File: src/rtl/rx_carrier_nco.sv
// rtl/rx_carrier_nco.sv - receive-path quadrature carrier NCO (quarter-wave table, quadrant folding).
// Optional macro NCO_DITHER_EN adds LFSR phase dither ahead of table-phase truncation.
module rx_carrier_nco #(
  parameter int               ACC_W   = 16,
  parameter logic [ACC_W-1:0] FCW_RST = 16'h0400
) (
  input  logic             CLK_2,
  input  logic             RST,
  input  logic             EN,
  input  logic             FCW_LD,
  input  logic [ACC_W-1:0] FCW_IN,
  input  logic             PHASE_CLR,
  input  logic [5:0]       POFF_IN,
  output logic [5:0]       SIN_C,
  output logic [5:0]       COS_C,
  output logic             NCO_VALID
);

  logic [ACC_W-1:0] acc_q, acc_d;
  logic [ACC_W-1:0] fcw_q, fcw_d;
  logic [5:0]       sin_q, sin_d;
  logic [5:0]       cos_q, cos_d;
  logic             nco_valid_q, nco_valid_d;
  logic [5:0]       acc_top;
  logic [5:0]       tbl_ph;

  function automatic logic [4:0] qw_table(input logic [4:0] idx);
    logic [4:0] v;
    case (idx)
      5'd0:    v = 5'd0;
      5'd1:    v = 5'd3;
      5'd2:    v = 5'd6;
      5'd3:    v = 5'd9;
      5'd4:    v = 5'd12;
      5'd5:    v = 5'd15;
      5'd6:    v = 5'd17;
      5'd7:    v = 5'd20;
      5'd8:    v = 5'd22;
      5'd9:    v = 5'd24;
      5'd10:   v = 5'd26;
      5'd11:   v = 5'd27;
      5'd12:   v = 5'd29;
      5'd13:   v = 5'd30;
      5'd14:   v = 5'd30;
      5'd15:   v = 5'd31;
      default: v = 5'd31;
    endcase
    return v;
  endfunction

  // Odd quadrants walk the quarter table backwards; the upper half is negated.
  function automatic logic [5:0] fold_sine(input logic [5:0] ph);
    logic [4:0] k;
    logic [4:0] idx;
    logic [5:0] mag;
    k   = {1'b0, ph[3:0]};
    idx = ph[4] ? (5'd16 - k) : k;
    mag = {1'b0, qw_table(idx)};
    return ph[5] ? (6'd0 - mag) : mag;
  endfunction

`ifdef NCO_DITHER_EN
  logic [7:0]       lfsr_q, lfsr_d;
  logic [ACC_W-7:0] low_sum;
  logic             dith_carry;

  // Only the carry out of the truncated bits can reach the table phase.
  always_comb begin
    low_sum    = acc_q[ACC_W-7:0] + {{(ACC_W-14){1'b0}}, lfsr_q};
    dith_carry = (low_sum < acc_q[ACC_W-7:0]);
    acc_top    = acc_q[ACC_W-1 -: 6] + {5'd0, dith_carry};
    lfsr_d     = lfsr_q;
    if (EN) begin
      lfsr_d = {lfsr_q[6:0], lfsr_q[7] ^ lfsr_q[5] ^ lfsr_q[4] ^ lfsr_q[3]};
    end
  end

  always_ff @(posedge CLK_2 or negedge RST) begin
    if (!RST) begin
      lfsr_q <= 8'hA5;
    end else begin
      lfsr_q <= lfsr_d;
    end
  end
`else
  always_comb begin
    acc_top = acc_q[ACC_W-1 -: 6];
  end
`endif

  always_comb begin
    tbl_ph      = acc_top + POFF_IN;
    acc_d       = acc_q;
    fcw_d       = fcw_q;
    sin_d       = sin_q;
    cos_d       = cos_q;
    nco_valid_d = nco_valid_q;
    if (EN) begin
      acc_d       = acc_q + fcw_q;
      sin_d       = fold_sine(tbl_ph);
      cos_d       = fold_sine(tbl_ph + 6'd16);
      nco_valid_d = 1'b1;
    end
    if (PHASE_CLR) begin
      acc_d = '0;
    end
    if (FCW_LD) begin
      fcw_d = FCW_IN;
    end
  end

  always_ff @(posedge CLK_2 or negedge RST) begin
    if (!RST) begin
      acc_q       <= '0;
      fcw_q       <= FCW_RST;
      sin_q       <= 6'd0;
      cos_q       <= 6'd0;
      nco_valid_q <= 1'b0;
    end else begin
      acc_q       <= acc_d;
      fcw_q       <= fcw_d;
      sin_q       <= sin_d;
      cos_q       <= cos_d;
      nco_valid_q <= nco_valid_d;
    end
  end

  assign SIN_C     = sin_q;
  assign COS_C     = cos_q;
  assign NCO_VALID = nco_valid_q;

endmodule

File: config.mk
export PLATFORM = sky130hd
export DESIGN_NAME = rx_carrier_nco
export DESIGN_NICKNAME = d
export VERILOG_FILES = /design/src/rtl/rx_carrier_nco.sv
export SDC_FILE = /design/constraint.sdc
export NUM_CORES = 1
export LEC_CHECK = 0
export CAP_MARGIN = 10
export CORE_MARGIN = 2
export CORE_UTILIZATION = 28
export DETAILED_ROUTE_END_ITERATION = 12
export SLEW_MARGIN = 40
export SYNTH_ARGS = -nofsm -noshare
export SYNTH_HDL_FRONTEND = slang
export SYNTH_SLANG_ARGS = --single-unit
File: constraint.sdc
create_clock -name CLK_2 -period 4.9 [get_ports CLK_2]
set_input_delay 0.49 -clock CLK_2 [delete_from_list [all_inputs] [get_ports CLK_2]]
set_output_delay 0.49 -clock CLK_2 [all_outputs]
set_load 0.01 [all_outputs]
# After elaboration in Yosys (flattened, before gate mapping)
# Memory sizes are Yosys's and may differ from the RTL's.
# Cells that the tools add are included.
# word_totals
regBits,45
mem_bits_ro,160
input_bits,27
n_memories,2
# memory_table
name,depth,word_bits,read_ports,rd_ports_with_merged_regs,write_ports,line_no,source
(no name shown),16,5,1,0,0,29,case (idx)
(no name shown),16,5,1,0,0,29,
# op_classes
n_addsub,7
muxes,10
reduce_logical,1
# ops
operator,n
$mux 16,2
$mux 5,6
$add 16x16->16,1
$mux 6,2
$sub 1x5->6 const A,2
$sub 5x4->5 const A,2
$add 6x5->6 const B,1
$add 6x6->6,1
$reduce_bool 2->1,1

# Logic depth before layout (Yosys ltp)
# An unclocked memory read counts as a cell.
# depth
ltp_word,9
mapped_depth,18
mapped_depth_nobuf,18

# Least setup slack after synthesis
# Ideal clock, no wire load.
# synth_path
path_type,input to register
from,input port POFF_IN[0]
to,register sin_q[2] (netlist: SIN_C[2])
setup_time_ns,0.125
arrival_time_ns,3.825
required_ns,4.775
path_slack_ns,0.951
stages,17
n_path_buf,0
cell_sequence,ha_1 -> fa_1 -> inv_1 -> ha_1 -> nand2_1 -> a221oi_1 -> nor2_1 -> inv_1 -> ha_1 -> inv_1 -> xnor2_1 -> a21oi_1 -> nor2_1 -> ha_1 -> nor4_1 -> xor2_1 -> mux2_2
# synth_via
elab_chain_cells,8
# synth_lines
item,line_no,source
start: declaration,13,"input logic [5:0] POFF_IN,"
$add 6x6->6 *,92,tbl_ph = acc_top + POFF_IN;
$sub 5x4->5,57,idx = ph[4] ? (5'd16 - k) : k;
$mux 5,57,
$mem_v2 16x5,-,
$mux 5,29,
$mux 5,98,if (EN) begin
$sub 1x5->6,59,return ph[5] ? (6'd0 - mag) : mag;
$mux 6 *,59,
end signal: assignment,122,sin_q <= sin_d;
end: declaration,21,"logic [5:0] sin_q, sin_d;"
# Mark *: on every way between the ends. The rest lies on a longest branch, timed or not. The select of a mux whose other input is x is not followed.
# A chain may end at the register's enable or synchronous reset.

# Worst setup path after layout
# Ends and elaborated chain as after synthesis.

==> impl_metrics.ini <==
[placement]
place_area_mm2 = 0.00435
pre_cts_slack_ns = 0.240
dp_hpwl_mm = 6.70
io_buffers = 39
routabilityCongestion = 0.857
dpl.cell_count = 608

[synthesis]
syn_nets = 467
avgSynthCellArea_um2 = 9.34
syn_area_mm2 = 0.00382
yosys_warnings = 0
seq_area_frac_synth_pct = 29.5
synth_xor_area_share_pct = 5.01
synth_edf_count = 0
synth_adder_area_share_pct = 10.5
synth.area.mux_share_pct = 10.5
syn_inst = 409
ys.flop_type = dfrtp_1
synth_top_family_by_area = compound AO/OA/AOI/OAI gates
async_flop_share_pct = 100
ys_types = 77
synth-simple-area-share_pct = 18.9
ys_seq_elements = 45
synth_compound_area_share_pct = 21.1

[cts]
hold_buffers = 0
cts_tree = built
clk_latency_ns = 0.29
cts.repair.resized = 0
cts_buffers = 5
cts_sinks = 45
ctsHtreeMaxLevel = 2
clk_path_buf_depth = 2
clockRootBuffer = clkbuf_16
clk_pin_slew_worst_paths_ns = 0.07
post_cts_buffers = 0

[floorplan]
start_util_pct = 28.7
row_count = 42
die_y_um = 121
dieArea_mm2 = 0.0146
ios = 40
core-area_mm2 = 0.0133
die_w_um = 121

[finish]
synthToLayoutAreaGrowth_pct = 18.4
fin_util_pct = 34.0
diodes = 0
drive_gt1_share_pct = 14.3
final_nets = 497
final_cells = 616
final_common_cell = dfrtp_1
post-route-cell-area_mm2 = 0.00452
final_cell_mix = dfrtp_1, nor2_1, clkdlybuf4s50_1

[route]
ant_nets = 0
top_layer = met4
drc_errors = 0
drt_iter0_markers = 123
viasPerCell = 5.25
drtPass1Iterations = 4
wl_per_cell_um = 14.7
wl_met1_mm = 4.04
dr_wl_met3_um = 180
vias = 3231
route.met2.wl_mm = 4.57
drt_wl_total_mm = 9.05

[global_route]
grt_pass1_wl_mm = 15.7
track_usage_pct = 13.0
globalRoute.totalOverflow = 0
grt_max_degree = 46
antenna_found_initial = 0
first_global_vias = 3253

[worst_setup_path]
worstPathArrival_ns = 4.55
cp-end-kind = register
critPathRequiredTime_ns = 5.08
worstSetupPathType = in2reg
start_kind = primary input
crit_fanout = 4
r2r_setup_slack_ns = 0.75

[hold_path]
hold_class = in2async

[timing]
drv_slew = 0
slew_headroom_pct = 48.4
setup_ws_ns = 0.533
rsz0062_at_grt = no
max_freq_ghz = 0.229
tns_ns = 0
hold_violations = 0
min_period_ns = 4.37
fin_crit_sh_pct = 89.1
whs_ns = 0.196
skew_ns = 0.00626
setup_viol = 0
tightest_slew_ns = 0.772

[pwr]
p_leak_nw = 1.92
irDropWorstVdd_v = 0.000209
power_mw = 2.53
power_density_mw_per_mm2 = 558

[job]
drv_cap = 0

[outcome]
status = complete, no violations
[power breakdown]
group / switching, mW / internal, mW / total [mW]
Sequential: 0.0610 / 0.464 / 0.525
Clock: 0.152 / 0.242 / 0.393
Combinational: 0.881 / 0.726 / 1.61
Total: 1.09 / 1.43 / 2.53
[layout make-up]
type                       instances  area (um2)
clock buffer                       5         125
clock inverter                     3        46.3
fill                            1340        8770
inverter                          13        48.8
multi-input combinational        329        2520
sequential                        45        1130
tap                              176         220
timing repair buffer              45         433
[logic make-up (layout without fill, tap and decap cells)]
group,after synthesis,after routing
simple gates,137,137
compound gates,103,103
flops,45,45
mux,37,37
buf+inv,35,66
fa+ha+maj,31,31
xor+xnor,21,21
[synth_stat cells, types with 7 or more instances]
master	count	area share, %
dfrtp_1	44	29
nand3_1	10	1.3
mux2i_1	13	3.4
ha_1	29	9.5
nand2_1	18	1.8
inv_1	12	1.2
nor4_1	9	1.5
mux2_2	24	7.1
clkbuf_1	10	0.98
buf_4	7	1.4
nor3_1	14	1.8
xor2_1	7	1.6
nor2_1	41	4.0
o21ai_0	9	1.2
xnor2_1	13	3.0
a211oi_1	7	1.4
a21oi_1	28	3.7
[critical path, stage by stage]
cell	delay, ns
clkdlybuf4s50_1	0.42
ha_1	0.24
fa_1	0.50
inv_1	0.06
ha_1	0.33
nand2_1	0.09
a221oi_1	0.34
nor2_1	0.11
inv_1	0.11
ha_1	0.25
inv_1	0.11
xnor2_1	0.09
a21oi_1	0.20
nor2_1	0.07
ha_1	0.23
nor4_1	0.49
xor2_1	0.12
mux2_2	0.28
[path summary, 6_finish.rpt]
path                            start        end  cells past startpoint
min in group CLK_2          NCO_VALID  NCO_VALID                      1
setup / recovery           POFF_IN[0]   SIN_C[2]                     18
hold / removal                    RST   COS_C[5]                      1
setup reg to reg            acc_q[10]   SIN_C[2]                     17
max in group asynchronous         RST   fcw_q[9]                      1
hold reg to reg             NCO_VALID  NCO_VALID                      1
[registers in the layout, indices dropped and copies added, names as in the netlist]
| signal | flops |
|---|---|
| COS_C | 6 |
| NCO_VALID | 1 |
| SIN_C | 6 |
| acc_q | 16 |
| fcw_q | 16 |
[per-layer routing]
layer | up-vias | GRT usage, %
met5 | - | 0
met4 | 0 | 5.96
met3 | 20 | 1.56
met2 | 48 | 23.2
met1 | 1577 | 15.6
li1 | 1586 | -
(Power assumes the default switching activity.)
